**src/rtl/fetch_pkg.sv**
```systemverilog
// Fetch sequencer shared types: FSM state encoding, PC step and default reset address.
// No logic of its own; latency and backpressure are owned by fetch_ctrl.
// Imported by fetch_pc_sel and fetch_ctrl.
package fetch_pkg;

    typedef enum logic [1:0] {
        S_IDLE  = 2'd0,
        S_FETCH = 2'd1,
        S_HOLD  = 2'd2,
        S_KILL  = 2'd3
    } state_t;

    localparam logic [31:0] PC_INC           = 32'd4;
    localparam logic [31:0] DEFAULT_RESET_PC = 32'h0040_0030;

endpackage

```
**src/rtl/fetch_pc_sel.sv**
```systemverilog
// Next-PC select: branch target over jump target over sequential pc+4.
// Purely combinational, zero latency.
// No backpressure; the caller decides when the selected value is taken.
module fetch_pc_sel
    import fetch_pkg::*;
(
    input  logic [31:0] pc,
    input  logic        branch_taken,
    input  logic [31:0] branch_target,
    input  logic        jump,
    input  logic [31:0] jump_target,
    output logic        redirect,
    output logic [31:0] next_pc
);

    assign redirect = branch_taken | jump;

    // EX-stage branch is older than the ID-stage jump, so it wins.
    assign next_pc = branch_taken ? branch_target :
                     jump         ? jump_target   :
                                    pc + PC_INC;

endmodule

```
**src/rtl/fetch_ctrl.sv**
```systemverilog
// Fetch sequencer: owns the fetch PC and imem request; ack in cycle N gives valid_f in N+1.
// A stalled IF/ID slot parks one word in a hold buffer and drops imem_req until decode drains.
// Optional ack-wait timeout with sticky fetch_err under macro FETCH_TIMEOUT_EN.
module fetch_ctrl
    import fetch_pkg::*;
#(
    parameter logic [31:0] RESET_PC       = DEFAULT_RESET_PC,
    parameter int          TIMEOUT_CYCLES = 16
) (
    input  logic        clk,
    input  logic        rst,
    input  logic        stallf,
    input  logic        branch_taken,
    input  logic [31:0] branch_target,
    input  logic        jump,
    input  logic [31:0] jump_target,
    input  logic        imem_ack,
    input  logic [31:0] imem_rdata,
    output logic        imem_req,
    output logic [31:0] imem_addr,
    output logic [31:0] instr_f,
    output logic [31:0] pc_f,
    output logic        valid_f,
    output logic        fetch_err
);

    state_t      state;
    logic [31:0] pc;
    logic [31:0] hold_buf;
    logic [31:0] hold_pc;
    logic [31:0] redir_pc;
    logic        redirect;
    logic [31:0] next_pc;
    logic        slot_free;
    logic        timeout;

    fetch_pc_sel u_pc_sel (
        .pc            (pc),
        .branch_taken  (branch_taken),
        .branch_target (branch_target),
        .jump          (jump),
        .jump_target   (jump_target),
        .redirect      (redirect),
        .next_pc       (next_pc)
    );

    assign imem_addr = pc;
    assign slot_free = !valid_f || !stallf;

`ifdef FETCH_TIMEOUT_EN
    localparam int CW = $clog2(TIMEOUT_CYCLES + 1);
    logic [CW-1:0] wait_cnt;

    assign timeout = imem_req && !imem_ack && (wait_cnt == CW'(TIMEOUT_CYCLES - 1));

    always_ff @(posedge clk or posedge rst) begin
        if (rst) begin
            wait_cnt  <= '0;
            fetch_err <= 1'b0;
        end else begin
            if (!imem_req || imem_ack || timeout)
                wait_cnt <= '0;
            else
                wait_cnt <= wait_cnt + 1'b1;
            if (timeout)
                fetch_err <= 1'b1;
        end
    end
`else
    logic unused_timeout_cfg;
    assign unused_timeout_cfg = (TIMEOUT_CYCLES > 0);
    assign timeout   = 1'b0;
    assign fetch_err = 1'b0;
`endif

    always_ff @(posedge clk or posedge rst) begin
        if (rst) begin
            state    <= S_IDLE;
            pc       <= RESET_PC;
            hold_buf <= '0;
            hold_pc  <= '0;
            redir_pc <= '0;
            instr_f  <= '0;
            pc_f     <= '0;
            valid_f  <= 1'b0;
            imem_req <= 1'b0;
        end else begin
            // Consumed or wrong-path slot empties unless a new word lands below.
            if (redirect || (valid_f && !stallf))
                valid_f <= 1'b0;

            case (state)
                S_IDLE: begin
                    state    <= S_FETCH;
                    imem_req <= 1'b1;
                end
                S_FETCH: begin
                    if (timeout) begin
                        state    <= S_IDLE;
                        imem_req <= 1'b0;
                        if (redirect)
                            pc <= next_pc;
                    end else if (imem_ack) begin
                        if (redirect) begin
                            pc <= next_pc;
                        end else if (slot_free) begin
                            instr_f <= imem_rdata;
                            pc_f    <= pc;
                            valid_f <= 1'b1;
                            pc      <= next_pc;
                        end else begin
                            hold_buf <= imem_rdata;
                            hold_pc  <= pc;
                            pc       <= next_pc;
                            state    <= S_HOLD;
                            imem_req <= 1'b0;
                        end
                    end else if (redirect) begin
                        // Request address must stay stable until the ack arrives.
                        redir_pc <= next_pc;
                        state    <= S_KILL;
                    end
                end
                S_HOLD: begin
                    if (redirect) begin
                        pc       <= next_pc;
                        state    <= S_FETCH;
                        imem_req <= 1'b1;
                    end else if (!stallf) begin
                        instr_f  <= hold_buf;
                        pc_f     <= hold_pc;
                        valid_f  <= 1'b1;
                        state    <= S_FETCH;
                        imem_req <= 1'b1;
                    end
                end
                S_KILL: begin
                    if (redirect)
                        redir_pc <= next_pc;
                    if (imem_ack || timeout) begin
                        pc       <= redirect ? next_pc : redir_pc;
                        state    <= timeout ? S_IDLE : S_FETCH;
                        imem_req <= !timeout;
                    end
                end
                default: begin
                    state    <= S_IDLE;
                    imem_req <= 1'b0;
                end
            endcase
        end
    end

endmodule

```
**config.mk**
```make
export PLATFORM = sky130hd
export DESIGN_NAME = fetch_ctrl
export DESIGN_NICKNAME = d
export VERILOG_FILES = /design/src/rtl/fetch_pkg.sv /design/src/rtl/fetch_pc_sel.sv /design/src/rtl/fetch_ctrl.sv
export SDC_FILE = /design/constraint.sdc
export NUM_CORES = 1
export LEC_CHECK = 0
export CORE_MARGIN = 5
export CORE_UTILIZATION = 52
export DETAILED_ROUTE_END_ITERATION = 12
export PLACE_DENSITY = 0.78
export SETUP_SLACK_MARGIN = 0.05
export SLEW_MARGIN = 20
export SYNTH_ARGS = -nofsm -noshare
export SYNTH_HDL_FRONTEND = slang
export SYNTH_SLANG_ARGS = --single-unit
```
**constraint.sdc**
```tcl
create_clock -name clk -period 9.1 [get_ports clk]
set_clock_uncertainty 0.15 [all_clocks]
set_input_delay 1.82 -clock clk [delete_from_list [all_inputs] [get_ports clk]]
set_output_delay 1.82 -clock clk [all_outputs]
set_load 0.005 [all_outputs]
```
==> After elaboration in Yosys (flattened, before gate mapping) <==
Cells that the tools add are included.
{ "op_classes": {"add_sub_neg": 1, "n_mul": 0, "div_mod_pow": 0, "order_cmp": 0, "eq_ne": 16, "n_shift": 0, "muxes": 43, "bitwise": 3, "reduce_logical": 15} }
{ "op_table": {"columns": ["operator", "n"], "rows": [
  ["32-bit 2-to-1 mux", 17],
  ["32-bit one-hot mux with 2 select lines", 3],
  ["32-bit one-hot mux with 3 select lines", 1],
  ["32-bit by 3-bit adder with 32-bit output (second input constant)", 1],
  ["2-bit != test (second input constant)", 9],
  ["2-bit 2-to-1 mux", 7],
  ["1-bit 2-to-1 mux", 12],
  ["3-bit != test (second input constant)", 4],
  ["5-bit AND reduction", 2],
  ["2-bit one-hot mux with 4 select lines", 1],
  ["4-bit AND reduction", 2],
  ["6-bit AND reduction", 1],
  ["2-bit == test (second input constant)", 2],
  ["1-bit one-hot mux with 4 select lines", 1],
  ["2-bit nonzero test", 2],
  ["3-bit nonzero test", 1],
  ["2-bit by 1-bit == test with 1-bit output (second input constant)", 1],
  ["1-bit zero test", 2],
  ["2-bit zero test", 1],
  ["1-bit logical OR", 2],
  ["1-bit inverter", 2],
  ["1-bit one-hot mux with 2 select lines", 1],
  ["2-bit AND reduction", 1],
  ["1-bit logical AND", 1],
  ["1-bit OR", 1]
]} }
{ "word_totals": {"register_bits": 196, "latch_bits": 0, "mem_bits_rw": 0, "mem_bits_ro": 0, "inputBits": 102, "output_inout_bits": 99, "word_cells": 87, "memories": 0} }

==> Longest topological paths before layout <==
{ "logic_depth": {"depth_word": 8, "ltp_mapped": 10, "depth_no_buf": 6} }

==> Modules after synthesis <==
From an unflattened synthesis, not the netlist that was laid out.
{ "unflattened": {"cells_unflattened": 733, "hier_area_um2": 9779.4} }
{ "by_module_without_submodules": {"columns": ["mod", "n_inst", "cells_each", "area_each_um2", "seq_area_each_um2"], "rows": [
  ["fetch_ctrl", 1, 553, 8612.0, 4908.5],
  ["fetch_pc_sel", 1, 180, 1167.4, 0.0]
]} }

==> Least setup slack after synthesis <==
Ideal clock, no wire load.
{ "synth_timing": {"path_type": "input -> register", "start": "in jump", "end": "reg instr_f[0]", "setup_time_ps": 125, "arrival_time_ps": 3092, "t_required_ps": 8825, "setup_slack_ps": 5733, "path_stages": 5, "n_path_buf": 2, "cell_sequence": "or2_2 clkbuf_1 nor2_2 buf_2 mux2_2"} }
{ "synth_between": {"elab_chain_len": 3, "word_cells_on_any_way": 4, "cone_classes": "2 x eq/ne; 1 x bitwise; 1 x reduce/logical"} }
{ "synth_lines": {"columns": ["element", "line_no", "rtl"], "rows": [
  ["from (decl)", "fetch_ctrl.sv:15", "input logic jump,"],
  ["1-bit OR (*)", "fetch_pc_sel.sv:16", "assign redirect = branch_taken | jump;"],
  ["2-bit != test (no source line)", null, null],
  ["6-bit AND reduction (no source line) (*)", null, null],
  ["to (signal assigned)", "fetch_ctrl.sv:107", "instr_f <= imem_rdata;"],
  ["to (signal assigned)", "fetch_ctrl.sv:130", "instr_f <= hold_buf;"],
  ["to (decl)", "fetch_ctrl.sv:21", "output logic [31:0] instr_f,"]
]} }
Every way passes the cells marked *; elsewhere a longest branch is shown, timed or not.
A chain may end at the register's enable or synchronous reset.

==> Final worst setup path <==
{ "layout_timing": {"start": "in jump", "end": "reg hold_buf[31]"} }
{ "layout_between": {"elab_chain_len": 3} }
{ "layout_lines": {"columns": ["element", "line_no", "rtl"], "rows": [
  ["1-bit OR", "fetch_pc_sel.sv:16", null],
  ["1-bit inverter (no source line)", null, null],
  ["4-bit AND reduction (no source line)", null, null],
  ["to (signal assigned)", "fetch_ctrl.sv:112", "hold_buf <= imem_rdata;"],
  ["to (decl)", "fetch_ctrl.sv:29", "logic [31:0] hold_buf;"]
]} }
No other way between the ends.

==> results.md <==
- Outcome: completed
- CTS tree: yes
- CP required: 9.26 ns
- # setup viols final: 0
- H-Tree Level Count: 4
- # fillers: 1,550
- Critical path class: in2reg
- Syn_area_per_cell: 11.11 um2
- Slew Limit Headroom: 32.81%
- Post-Syn Nets: 1,039
- Final net count: 1,191
- Die Ht: 151.1 um
- Clk root buf: clkbuf_16
- CP max FO: 68
- Static Leak: 5.419 nW
- Global-route wire length before repair: 45.22 mm
- I/O pin count: 201
- Final period utilization: 45.53%
- Number of vias per cell: 6.121
- Die width: 151.1 um
- CP Capture Type: flip-flop
- Die Area: 22,840 um2
- Unrepaired setup endpoints after global routing: false
- # DRC: 0
- Total gr overflow: 0
- Gates resized, CTS repair: 0
- Multi-input logic area: 5086 um2
- Setup tns final: 0 ns
- Syn-to-layout area delta: 26.23%
- Number of synthesized register bits: 196
- Largest net degree at the start of global routing: 122
- Post-Syn Area: 10,360 um2
- 1st-iter DRT viols: 707
- Worst min path class: reg2reg
- Sink Count: 196
- GPL Wtd Cong: 0.8474
- DR pass1 iterations: 5
- Post-synth EDFFs: 0
- VDD IR-drop max: 0.1907 mV
- WL per Instance: 20.80 um
- Main synth FF type: dfrtp_1
- Most frequent cells in the layout: 197 x clkdlybuf4s50_1, 195 x mux2_2, 193 x dfrtp_1, 66 x nand2_1, 53 x o21ai_0
- Post-synth cell types: 69
- Clk_lat worst skew: 0.43 ns
- Max-cap viol count: 0
- Diode count: 0
- Final core occ: 66.96%
- Cts bufs inserted: 17
- Postcts setup bufs: 0
- Sequential cell area: 4908 um2
- Num rows: 51
- Cts hold-fix bufs: 0
- Overall Global Routing Usage: 25.09%
- Fmax: 0.2414 GHz
- Detailed Route WL: 28.29 mm
- Antenna Nets Post-Route: 0
- Max Slew Vio Count: 0
- Sequential-to-total area share from yosys stat: 47.39%
- I/O Buffers: 199
- Clock transition at the registers of the reported paths: 0.07 ns
- Commonest non-fill, non-tap cell in the layout: clkdlybuf4s50_1
- Syn. warnings: 0
- Pwr/cell area: 283.8 nW/um2
- Worst-margin pin slew: 1.008 ns
- Worst EP arrival: 4.30 ns
- Clk buf depth: 2
- Core Area: 19,530 um2
- Final min period: 4.143 ns
- Hold Violations, Final: 0
- Number of global-route vias before repair: 8,506
- Synth async-reset ratio: 100.0%
- Initial core utilization: 53.04%
- Crit path launch type: primary input
- Share of cells above drive strength 1: 23.11%
- Initial antenna violation count: 1
- Vias: 8,324
- HPWL after detailed placement: 18.67 mm
- Synth Instances: 932
[layer usage]
metal  global-route usage, %  vias to the layer above  wire [um]
li1                        -                     3789          -
met1                   32.52                     4110      11500
met2                   41.19                      362      14070
met3                   5.805                       61       1895
met4                   9.383                        2        812
met5                       0                        -         11
[path summary, 6_finish.rpt]
path | start | to | slack (ns) | cells past startpoint
max in group asynchronous | rst | imem_addr[5] | 5.68 | 4
worst min-delay path | redir_pc[17] | redir_pc[17] | 0.33 | 2
min in group asynchronous | rst | instr_f[21] | 1.79 | 2
worst max register to register | state[0] | instr_f[23] | 5.70 | 7
worst max-delay path | jump | hold_buf[31] | 4.96 | 6
worst min register to register | redir_pc[17] | redir_pc[17] | 0.33 | 2
[report_power, final]
group / switching, mW / total (mW) / internal [mW]
registers: 0.339 / 1.54 / 1.20
logic: 0.571 / 1.39 / 0.818
clock network: 0.342 / 0.783 / 0.441
[sequential cells by signal, summed over array words and instances (netlist names)]
name,cells
hold_buf,32
imem_addr,32
hold_pc,32
valid_f,1
pc_f,32
state,2
redir_pc,32
imem_req,1
instr_f,32
[Yosys cell counts (all sizes together) (3+ instances only)]
master / instances / share of area [%]
or4: 8 / 0.62
mux2i: 13 / 1.3
mux2: 195 / 21
nor2: 31 / 1.1
inv: 17 / 0.62
and4: 5 / 0.42
clkbuf: 43 / 1.6
a22oi: 20 / 1.4
o311ai: 4 / 0.34
nand3b: 4 / 0.29
o31a: 4 / 0.34
a221o: 8 / 0.77
buf: 33 / 1.6
or3: 3 / 0.18
a2bb2oi: 14 / 1.2
o211ai: 19 / 1.4
dfstp: 3 / 0.76
a221oi: 6 / 0.51
nor2b: 17 / 1.0
ha: 5 / 0.60
a22o: 10 / 0.85
a2111oi: 5 / 0.42
a31oi: 9 / 0.54
o21ai: 54 / 2.6
and2: 4 / 0.24
dfrtp: 193 / 47
nor3: 17 / 0.82
o31ai: 8 / 0.58
nor3b: 7 / 0.56
nand2b: 14 / 0.85
nand3: 10 / 0.48
nor4: 10 / 0.66
a21oi: 13 / 0.63
nand4: 20 / 1.4
a211oi: 8 / 0.58
nand2: 67 / 2.4
[layout make-up]
type / instances / share of cell area [%]
clock buffer: 20 / 3.417
clock inverter: 10 / 1.139
inverter: 18 / 0.5742
multi-input combinational: 642 / 38.90
sequential: 196 / 37.54
tap: 265 / 2.536
timing repair buffer: 209 / 15.89
[kinds of logic after synthesis]
logic type	synth area share, %
AND/OR/NAND/NOR	11.43
multiplexers	22.46
AO/OA/AOI/OAI	14.00
flip-flops	47.39
buffers and inverters	3.829
adder cells (fa/ha/maj)	0.6040
XOR/XNOR	0.2537
other	0.03621
[worst max-delay path: stages]
cell and delay (ns):
buf_2 0.08, buf_4 0.53, nor2_1 0.31, and4_1 0.36
nand2_4 0.69, mux2_2 0.42
[through the flow]
stage	area (um2)	instances	hold WS [ns]	power, mW	setup WS [ns]
global placement	12450	1329	0.3064	2.882	4.603
CTS	13050	1359	0.3300	3.720	4.998
detailed placement	12450	1329	0.3154	2.930	4.558
finish	13070	1360	0.3275	3.711	4.957
global route	13070	1360	0.3446	3.929	4.834
floorplan	10360	932	0.2913	2.181	1.794
Power figures use the tool's default switching activity.
